<file path="src/rtl/seg7_scan_driver_pkg.sv">
// rtl/seg7_scan_driver_pkg.sv - shared segment constants and scan-state encoding
package seg7_scan_driver_pkg;

  // Segment patterns, bit order {g,f,e,d,c,b,a}, active-low
  localparam logic [6:0] SEG_0 = 7'b1000000;
  localparam logic [6:0] SEG_1 = 7'b1111001;
  localparam logic [6:0] SEG_2 = 7'b0100100;
  localparam logic [6:0] SEG_3 = 7'b0110000;
  localparam logic [6:0] SEG_4 = 7'b0011001;
  localparam logic [6:0] SEG_5 = 7'b0010010;
  localparam logic [6:0] SEG_6 = 7'b0000010;
  localparam logic [6:0] SEG_7 = 7'b1111000;
  localparam logic [6:0] SEG_8 = 7'b0000000;
  localparam logic [6:0] SEG_9 = 7'b0010000;
  localparam logic [6:0] SEG_A = 7'b0001000;
  localparam logic [6:0] SEG_B = 7'b0000011;
  localparam logic [6:0] SEG_C = 7'b1000110;
  localparam logic [6:0] SEG_D = 7'b0100001;
  localparam logic [6:0] SEG_E = 7'b0000110;
  localparam logic [6:0] SEG_F = 7'b0001110;

  localparam logic [3:0] ANODE_OFF = 4'b1111;
  localparam logic [6:0] SEG_OFF   = 7'b1111111;

  typedef enum logic [1:0] {
    OFF   = 2'd0,
    GUARD = 2'd1,
    SHOW  = 2'd2
  } scan_state_t;

endpackage

</file>
<file path="src/rtl/seg7_scan_driver_hex_to_7seg.sv">
// rtl/seg7_scan_driver_hex_to_7seg.sv - combinational hex nibble to active-low segment decode
module hex_to_7seg
  import seg7_scan_driver_pkg::*;
(
  input  logic [3:0] nibble,
  output logic [6:0] seg
);

  // Pure lookup; every nibble value maps to a glyph
  always_comb begin
    seg = SEG_OFF;
    case (nibble)
      4'h0: seg = SEG_0;
      4'h1: seg = SEG_1;
      4'h2: seg = SEG_2;
      4'h3: seg = SEG_3;
      4'h4: seg = SEG_4;
      4'h5: seg = SEG_5;
      4'h6: seg = SEG_6;
      4'h7: seg = SEG_7;
      4'h8: seg = SEG_8;
      4'h9: seg = SEG_9;
      4'hA: seg = SEG_A;
      4'hB: seg = SEG_B;
      4'hC: seg = SEG_C;
      4'hD: seg = SEG_D;
      4'hE: seg = SEG_E;
      4'hF: seg = SEG_F;
      default: seg = SEG_OFF;
    endcase
  end

endmodule

</file>
<file path="src/rtl/seg7_scan_driver.sv">
// rtl/seg7_scan_driver.sv - 4-digit multiplexed common-anode seven-segment scan driver
module seg7_scan_driver
  import seg7_scan_driver_pkg::*;
#(
  parameter int CLK_FREQ   = 100_000_000,
  parameter int REFRESH_HZ = 1000,
  parameter int GUARD_CYC  = 16
) (
  input  logic        clk,
  input  logic        reset,
  input  logic [15:0] data_in,
  input  logic [3:0]  dp_in,
  input  logic [3:0]  blank_in,
  output logic [3:0]  anode_n,
  output logic [6:0]  cathode_n,
  output logic        dp_n
);

  localparam int DIV   = CLK_FREQ / REFRESH_HZ;
  localparam int CNT_W = (DIV > 1) ? $clog2(DIV) : 1;
  localparam int GRD_W = (GUARD_CYC > 1) ? $clog2(GUARD_CYC) : 1;

  localparam logic [CNT_W-1:0] CNT_LAST  = CNT_W'(DIV - 1);
  localparam logic [GRD_W-1:0] GRD_LOAD  = GRD_W'(GUARD_CYC - 1);

  logic [CNT_W-1:0] div_cnt;
  logic             tick;
  logic [GRD_W-1:0] guard_cnt;
  scan_state_t      state;
  scan_state_t      state_next;
  logic             enter_guard;
  logic             enter_show;
  logic [1:0]       idx;
  logic [1:0]       idx_next;
  logic [3:0]       nibble;
  logic             dp_lat;
  logic             blank_lat;
  logic [6:0]       seg;

  assign tick = (div_cnt == CNT_LAST);

  hex_to_7seg u_dec (
    .nibble (nibble),
    .seg    (seg)
  );

  // Free-running refresh divider, one-cycle tick at terminal count
  always_ff @(posedge clk or posedge reset) begin
    if (reset) begin
      div_cnt <= '0;
    end else if (tick) begin
      div_cnt <= '0;
    end else begin
      div_cnt <= div_cnt + 1'b1;
    end
  end

  // Scan state register
  always_ff @(posedge clk or posedge reset) begin
    if (reset) begin
      state <= OFF;
    end else begin
      state <= state_next;
    end
  end

  // Next-state logic; the digit advances only when leaving SHOW
  always_comb begin
    state_next  = state;
    enter_guard = 1'b0;
    enter_show  = 1'b0;
    idx_next    = (state == SHOW) ? idx + 2'd1 : idx;
    case (state)
      OFF: begin
        if (tick) begin
          state_next  = GUARD;
          enter_guard = 1'b1;
        end
      end
      GUARD: begin
        if (guard_cnt == '0) begin
          state_next = SHOW;
          enter_show = 1'b1;
        end
      end
      SHOW: begin
        if (tick) begin
          state_next  = GUARD;
          enter_guard = 1'b1;
        end
      end
      default: state_next = OFF;
    endcase
  end

  // Digit latch and guard countdown; inputs are captured only on guard entry
  always_ff @(posedge clk or posedge reset) begin
    if (reset) begin
      idx       <= 2'd0;
      nibble    <= 4'h0;
      dp_lat    <= 1'b0;
      blank_lat <= 1'b0;
      guard_cnt <= '0;
    end else if (enter_guard) begin
      idx       <= idx_next;
      nibble    <= data_in[{idx_next, 2'b00} +: 4];
      dp_lat    <= dp_in[idx_next];
      blank_lat <= blank_in[idx_next];
      guard_cnt <= GRD_LOAD;
    end else if (state == GUARD && guard_cnt != '0) begin
      guard_cnt <= guard_cnt - 1'b1;
    end
  end

  // Registered drive: all-off through the guard, then the latched digit
  always_ff @(posedge clk or posedge reset) begin
    if (reset) begin
      anode_n   <= ANODE_OFF;
      cathode_n <= SEG_OFF;
      dp_n      <= 1'b1;
    end else if (enter_guard) begin
      anode_n   <= ANODE_OFF;
      cathode_n <= SEG_OFF;
      dp_n      <= 1'b1;
    end else if (enter_show) begin
      anode_n   <= blank_lat ? ANODE_OFF : ~(4'b0001 << idx);
      cathode_n <= seg;
      dp_n      <= ~dp_lat;
    end
  end

endmodule
</file>
<file path="config.mk">
export PLATFORM = sky130hd
export DESIGN_NAME = seg7_scan_driver
export DESIGN_NICKNAME = d
export VERILOG_FILES = /design/src/rtl/seg7_scan_driver_pkg.sv /design/src/rtl/seg7_scan_driver_hex_to_7seg.sv /design/src/rtl/seg7_scan_driver.sv
export SDC_FILE = /design/constraint.sdc
export NUM_CORES = 1
export LEC_CHECK = 0
export ABC_AREA = 1
export BUFFER_PORTS_ARGS = -buffer_cell sky130_fd_sc_hd__buf_2
export CORE_ASPECT_RATIO = 0.75
export CORE_MARGIN = 8
export CORE_UTILIZATION = 35
export DETAILED_ROUTE_END_ITERATION = 7
export PLACE_DENSITY = 0.49
export REMOVE_ABC_BUFFERS = 1
export SYNTH_ARGS = -nofsm -noshare
export SYNTH_HDL_FRONTEND = slang
export SYNTH_HIERARCHICAL = 1
export SYNTH_SLANG_ARGS = --single-unit
</file>
<file path="constraint.sdc">
create_clock -name clk -period 4 [get_ports clk]
set_input_delay 0.2 -clock clk [delete_from_list [all_inputs] [get_ports clk]]
set_output_delay 0.2 -clock clk [all_outputs]
set_load 0.005 [all_outputs]
</file>
After elaboration in Yosys (flattened, before gate mapping) --
Memories as Yosys holds them, arrays and structs flattened. Cells that the tools add are included.
Word-level totals: register bits after elaboration 43, bits in read-only memories 112, bits of input ports 26, output and inout port bits 12, word-level logic and storage cells 54, memories 1
Memories:
- (name not given) | depth 16, bits a word 7, read ports 1, clocked after memory_dff 0, write ports 0, line seg7_scan_driver_hex_to_7seg.sv:12 | case (nibble)
Cells by class: $add $sub $neg 3, $lt $le $gt $ge 1, equal/unequal tests 5, shift-type cells 2, muxes and demuxes 22, bitwise operators 2, reductions and logical operators 8
Operators with widths (number):
- $mux W4 | 5
- $add A17 B1 Y17 const B | 1
- $eq A17 B17 Y1 const B | 1
- $mux W17 | 1
- $shiftx A16 B5 Y4 | 1
- $mux W7 | 2
- $mux W1 | 8
- $mux W2 | 3
- $bmux W1 S2 | 2
- $logic_not A4 Y1 | 1
- $not A4 Y4 | 1
- $pmux W2 S2 | 1
- $reduce_bool A2 Y1 | 2
- $reduce_bool A4 Y1 | 1
- $shl A1 B2 Y4 const A | 1
- $sub A4 B1 Y4 const B | 1
- $lt A2 B3 Y1 const B | 1
- $add A2 B1 Y2 const B | 1
- $eq A2 B1 Y1 const B | 1
- $eq A2 B2 Y1 const B | 1
- $logic_not A2 Y1 | 1
- $ne A2 B1 Y1 const B | 1
- $ne A2 B2 Y1 const B | 1
- $reduce_and A2 Y1 | 1
- 3 further kinds | 3

Depth between registers and ports, before layout --
depth after elaboration 5, gate-level depth with buffers 9, gate-level depth less buffers 9

Hierarchy --
Netlist, hierarchy kept.
Modules (own cells, without submodules):
- seg7_scan_driver | times used 1, cells each 347, area each 2536.2 µm², sequential area each 1091.0 µm²
- hex_to_7seg | times used 1, cells each 49, area each 274.0 µm², sequential area each 0.0 µm²

Worst setup path after synthesis --
No wires, ideal clock.
kind register to register, start point register guard_cnt[0], end point register anode_n[0], setup time 0.079 ns, arrival 1.303 ns, data required time 3.921 ns, setup slack 2.618 ns, stages on the path, launching flop included 9, path buffers 1, clock period less this slack 1.382 ns, cells stage by stage dfrtp_1 > inv_1 > ha_1 > nand3_1 > nor2_8 > buf_6 > nand3_1 > o21ai_1 > nand2_1
Between the ends: word-level cells in the longest chain between the ends 4
Ends and longest elaborated chain:
- from (decl) | line seg7_scan_driver.sv:28 | logic [GRD_W-1:0] guard_cnt;
- from (signal assigned) | line seg7_scan_driver.sv:111 | guard_cnt <= guard_cnt - 1'b1;
- $logic_not A4 Y1 | line seg7_scan_driver.sv:81 | if (guard_cnt == '0) begin
- $mux W1 | line seg7_scan_driver.sv:81
- $mux W1 | line seg7_scan_driver.sv:73 | case (state)
- $reduce_bool A2 Y1 (no source line)
- to (signal assigned) | line seg7_scan_driver.sv:126 | anode_n <= blank_lat ? ANODE_OFF : ~(4'b0001 << idx);
- to (decl) | line seg7_scan_driver.sv:14 | output logic [3:0] anode_n,
No other way between the ends. A chain may end at the register's enable or synchronous reset.

Worst setup path after layout --
start point register div_cnt[11], end point register dp_lat
Between the ends: word-level cells in the longest chain between the ends 3
Ends and longest elaborated chain:
- from (decl) | line seg7_scan_driver.sv:26 | logic [CNT_W-1:0] div_cnt;
- from (signal assigned) | line seg7_scan_driver.sv:54 | div_cnt <= div_cnt + 1'b1;
- $eq A17 B17 Y1 | line seg7_scan_driver.sv:40 | assign tick = (div_cnt == CNT_LAST);
- $mux W1 | line seg7_scan_driver.sv:75, seg7_scan_driver.sv:87
- $mux W1
- to (signal assigned) | line seg7_scan_driver.sv:107 | dp_lat <= dp_in[idx_next];
- to (decl) | line seg7_scan_driver.sv:36 | logic dp_lat;
No other way between the ends.

==> flow_summary.json <==
{
  "max_stage_delay_ns": 0.54,
  "path_cells": "inv_1 -> nand2_1 -> nor2_1 -> nand2_1 -> nor2_1 -> nand3_1 -> nand2_1 -> nand2_1",
  "layout_commonest_cell": "nand2_1",
  "status": "complete, no violations",
  "yosysSeqAreaShare_pct": 38.8,
  "crit_family": "simple AND/OR/NAND/NOR gates",
  "cp_num_buf_inv": 1,
  "hold_path_class": "primary input to async pin",
  "path_class": "flop to flop",
  "hold_viol": 0,
  "p_switching_uw": 172,
  "wire_per_inst_um": 12.6,
  "wirelength_um": 6780,
  "r2r-end": "dp_lat$_DFFE_PP0P_",
  "synth-edff-count": 0,
  "cpMostUsedCell": "nand2_1",
  "grt_use_total_pct": 12.5,
  "fp.dieH_um": 93.6,
  "antenna_found_initial": 0,
  "yosysUniqueCellTypes": 24,
  "row_count": 28,
  "synth_compound_area_share_pct": 3.29,
  "syn-cell-area_um2": 2810,
  "coreArea_um2": 7850,
  "n_antenna_cell": 0,
  "r2r_slack_ns": 2.15,
  "cellLeakagePower_uw": 0.00172,
  "cts.repair.resized": 0,
  "synthAdderAreaFrac_pct": 5.79,
  "finalSetupViolations": 0,
  "worst_pin_slew_ns": 0.742,
  "synthCells": 396,
  "layout_common_cells": "nand2_1 (110), inv_1 (59), nand3_1 (55)",
  "fin_crit_ns": 1.85,
  "p_int_uw": 610,
  "switching_share_pct": 22.0,
  "grt_max_degree": 44,
  "drc": 0,
  "path_clk_slew_ns": 0.09,
  "cts_buffers": 5,
  "synthArstFlopShare_pct": 100,
  "pwr-share-seq_pct": 55.6,
  "vias": 2449,
  "critPathLaunch": "div_cnt[11]$_DFF_PP0_",
  "required_ns": 4.19,
  "dr.pass1.iters": 6,
  "clk_path_buf_depth": 2,
  "vias_per_cell": 4.54,
  "dp_hpwl_um": 5160,
  "initial_utilization_pct": 35.8,
  "drive_gt1_share_pct": 16.6,
  "maxCapViolCount": 0,
  "slew_headroom_pct": 50.4,
  "ys_seq_elements": 43,
  "endpoint_kind": "flop",
  "synth-simple-area-share_pct": 38.4,
  "post_cts_buffers": 0,
  "synthXorXnorAreaFrac_pct": 3.12,
  "htree_levels": 2,
  "peakVddDrop_mv": 0.158,
  "critPathMaxFanout": 20,
  "worstSetupStartpointType": "flop",
  "muxShareOfSynthArea_pct": 0,
  "routabilityCongestion": 0.835,
  "initialDrtViolationCount": 147,
  "ant_nets": 0,
  "finalWorstSetupSlack_ns": 2.15,
  "ios": 38,
  "yosys_warnings": 6,
  "rsz0062_at_grt": "false",
  "grt_overflow": 0,
  "grt_pass1_vias": 2319,
  "clkPwrFrac_pct": 40.3,
  "grt_pass1_wl_um": 11500,
  "arrival_ns": 2.04,
  "power.density_nw_per_um2": 246,
  "synth_top_family_by_area": "simple AND/OR/NAND/NOR gates",
  "fp.dieW_um": 119,
  "clk-insertion-delay-late_ns": 0.29,
  "worst-r2r-cell-count": 8,
  "r2r_start": "div_cnt[11]$_DFF_PP0_",
  "drv_slew": 0,
  "crit_cells": 8,
  "io_buffers": 37,
  "period_share_pct": 46.3,
  "numClockSinks": 43,
  "tns_ns": 0,
  "clock.fmax_mhz": 540,
  "fin_nets": 472,
  "areaGrowthSynthToFinish_pct": 13.2,
  "clock_skew_ns": 0.00666,
  "crit_end": "dp_lat$_DFFE_PP0P_",
  "avgSynthCellArea_um2": 7.10,
  "cts_root_buf": "clkbuf_8",
  "holdBufCountCts": 0,
  "cts_tree": "yes",
  "pwr-share-comb_pct": 4.1,
  "post-place-ws_ns": 2.15,
  "slowest_stage": "nand3_1",
  "dieArea_um2": 11200,
  "synth_ff_type": "dfrtp_1"
}
==> cell usage after synthesis (3+ instances only) <==
library cell	instances	area (µm²)
o21ai_0	10	50.1
buf_2	4	20.0
nand3_1	55	275
buf_6	3	33.8
o21ai_1	5	25.0
nand3b_1	9	67.6
nor2_1	49	184
dfstp_2	12	315
nand4_1	5	31.3
nor3_1	6	30.0
dfrtp_1	31	776
xor2_1	10	87.6
ha_1	13	163
inv_2	4	15.0
nand2_1	110	413
inv_1	59	221
==> worst register-to-register path, delay by kind of cell (launching register included) <==
| kind | cells | cell delay (ns) |
|---|---|---|
| buf+inv | 1 | 0.14 |
| simple gates | 7 | 1.19 |
| flops | 1 | 0.43 |
==> power by group through the flow <==
stage,Combinational (µW),Sequential (µW),Clock (µW)
floorplan,15.7,443,0
global placement,33.0,443,0
detailed placement,32.6,443,0
CTS,32.7,435,327
global route,37.0,435,340
finish,32.1,435,315
==> cells by family after synthesis <==
logic type,count (synthesis)
xor gates and xnor gates,10
DFF,43
and+or+nand+nor,242
AOI/OAI and AO/OA,17
adders and majority gates,13
buffers and inverters,71
==> worst min path at each step <==
| stage | slack [ns] | end | startpoint |
|---|---|---|---|
| floorplan | 0.43 | div_cnt[0]$_DFF_PP0_ | div_cnt[0]$_DFF_PP0_ |
| global placement | 0.38 | div_cnt[1]$_DFF_PP0_ | reset |
| detailed placement | 0.38 | div_cnt[1]$_DFF_PP0_ | reset |
| CTS | 0.05 | div_cnt[1]$_DFF_PP0_ | reset |
| global route | 0.09 | div_cnt[4]$_DFF_PP0_ | reset |
| finish | 0.04 | div_cnt[0]$_DFF_PP0_ | reset |
==> state kept, by name, summed over array words and instances (netlist names) <==
signal     flops
guard_cnt      4
blank_lat      1
div_cnt       17
dp_lat         1
dp_n           1
nibble         4
cathode_n      7
idx            2
anode_n        4
state          2
==> metal layers <==
layer | vias to the layer above | GRT usage (%) | part of all wire [%]
li1 | 1307 | - | -
met4 | 0 | 3.11 | 0.59
met1 | 1081 | 19.6 | 58
met2 | 59 | 15.6 | 35
met3 | 2 | 3.91 | 6.9
met5 | - | 0 | 0
==> metrics by stage <==
step | std cells | hold slack, ns | total power [µW] | cell area [µm²] | util (%)
final | 539 | 0.0358 | 782 | 3180 | 40.5
after detailed placement | 531 | 0.380 | 476 | 3070 | 39.2
after global routing | 539 | 0.0896 | 812 | 3180 | 40.5
after floorplan | 388 | 0.433 | 459 | 2750 | -
after CTS | 539 | 0.0543 | 795 | 3180 | 40.5
after global placement | 531 | 0.378 | 476 | 3070 | 39.2
==> final cells by class <==
| type | count | area (µm²) |
|---|---|---|
| timing repair buffer | 38 | 193 |
| clock inverter | 2 | 13.8 |
| inverter | 63 | 236 |
| multi-input combinational | 282 | 1420 |
| sequential | 43 | 1090 |
| tap | 105 | 131 |
| fill | 834 | 4670 |
| clock buffer | 6 | 93.8 |
Power figures use the tool's default switching activity.
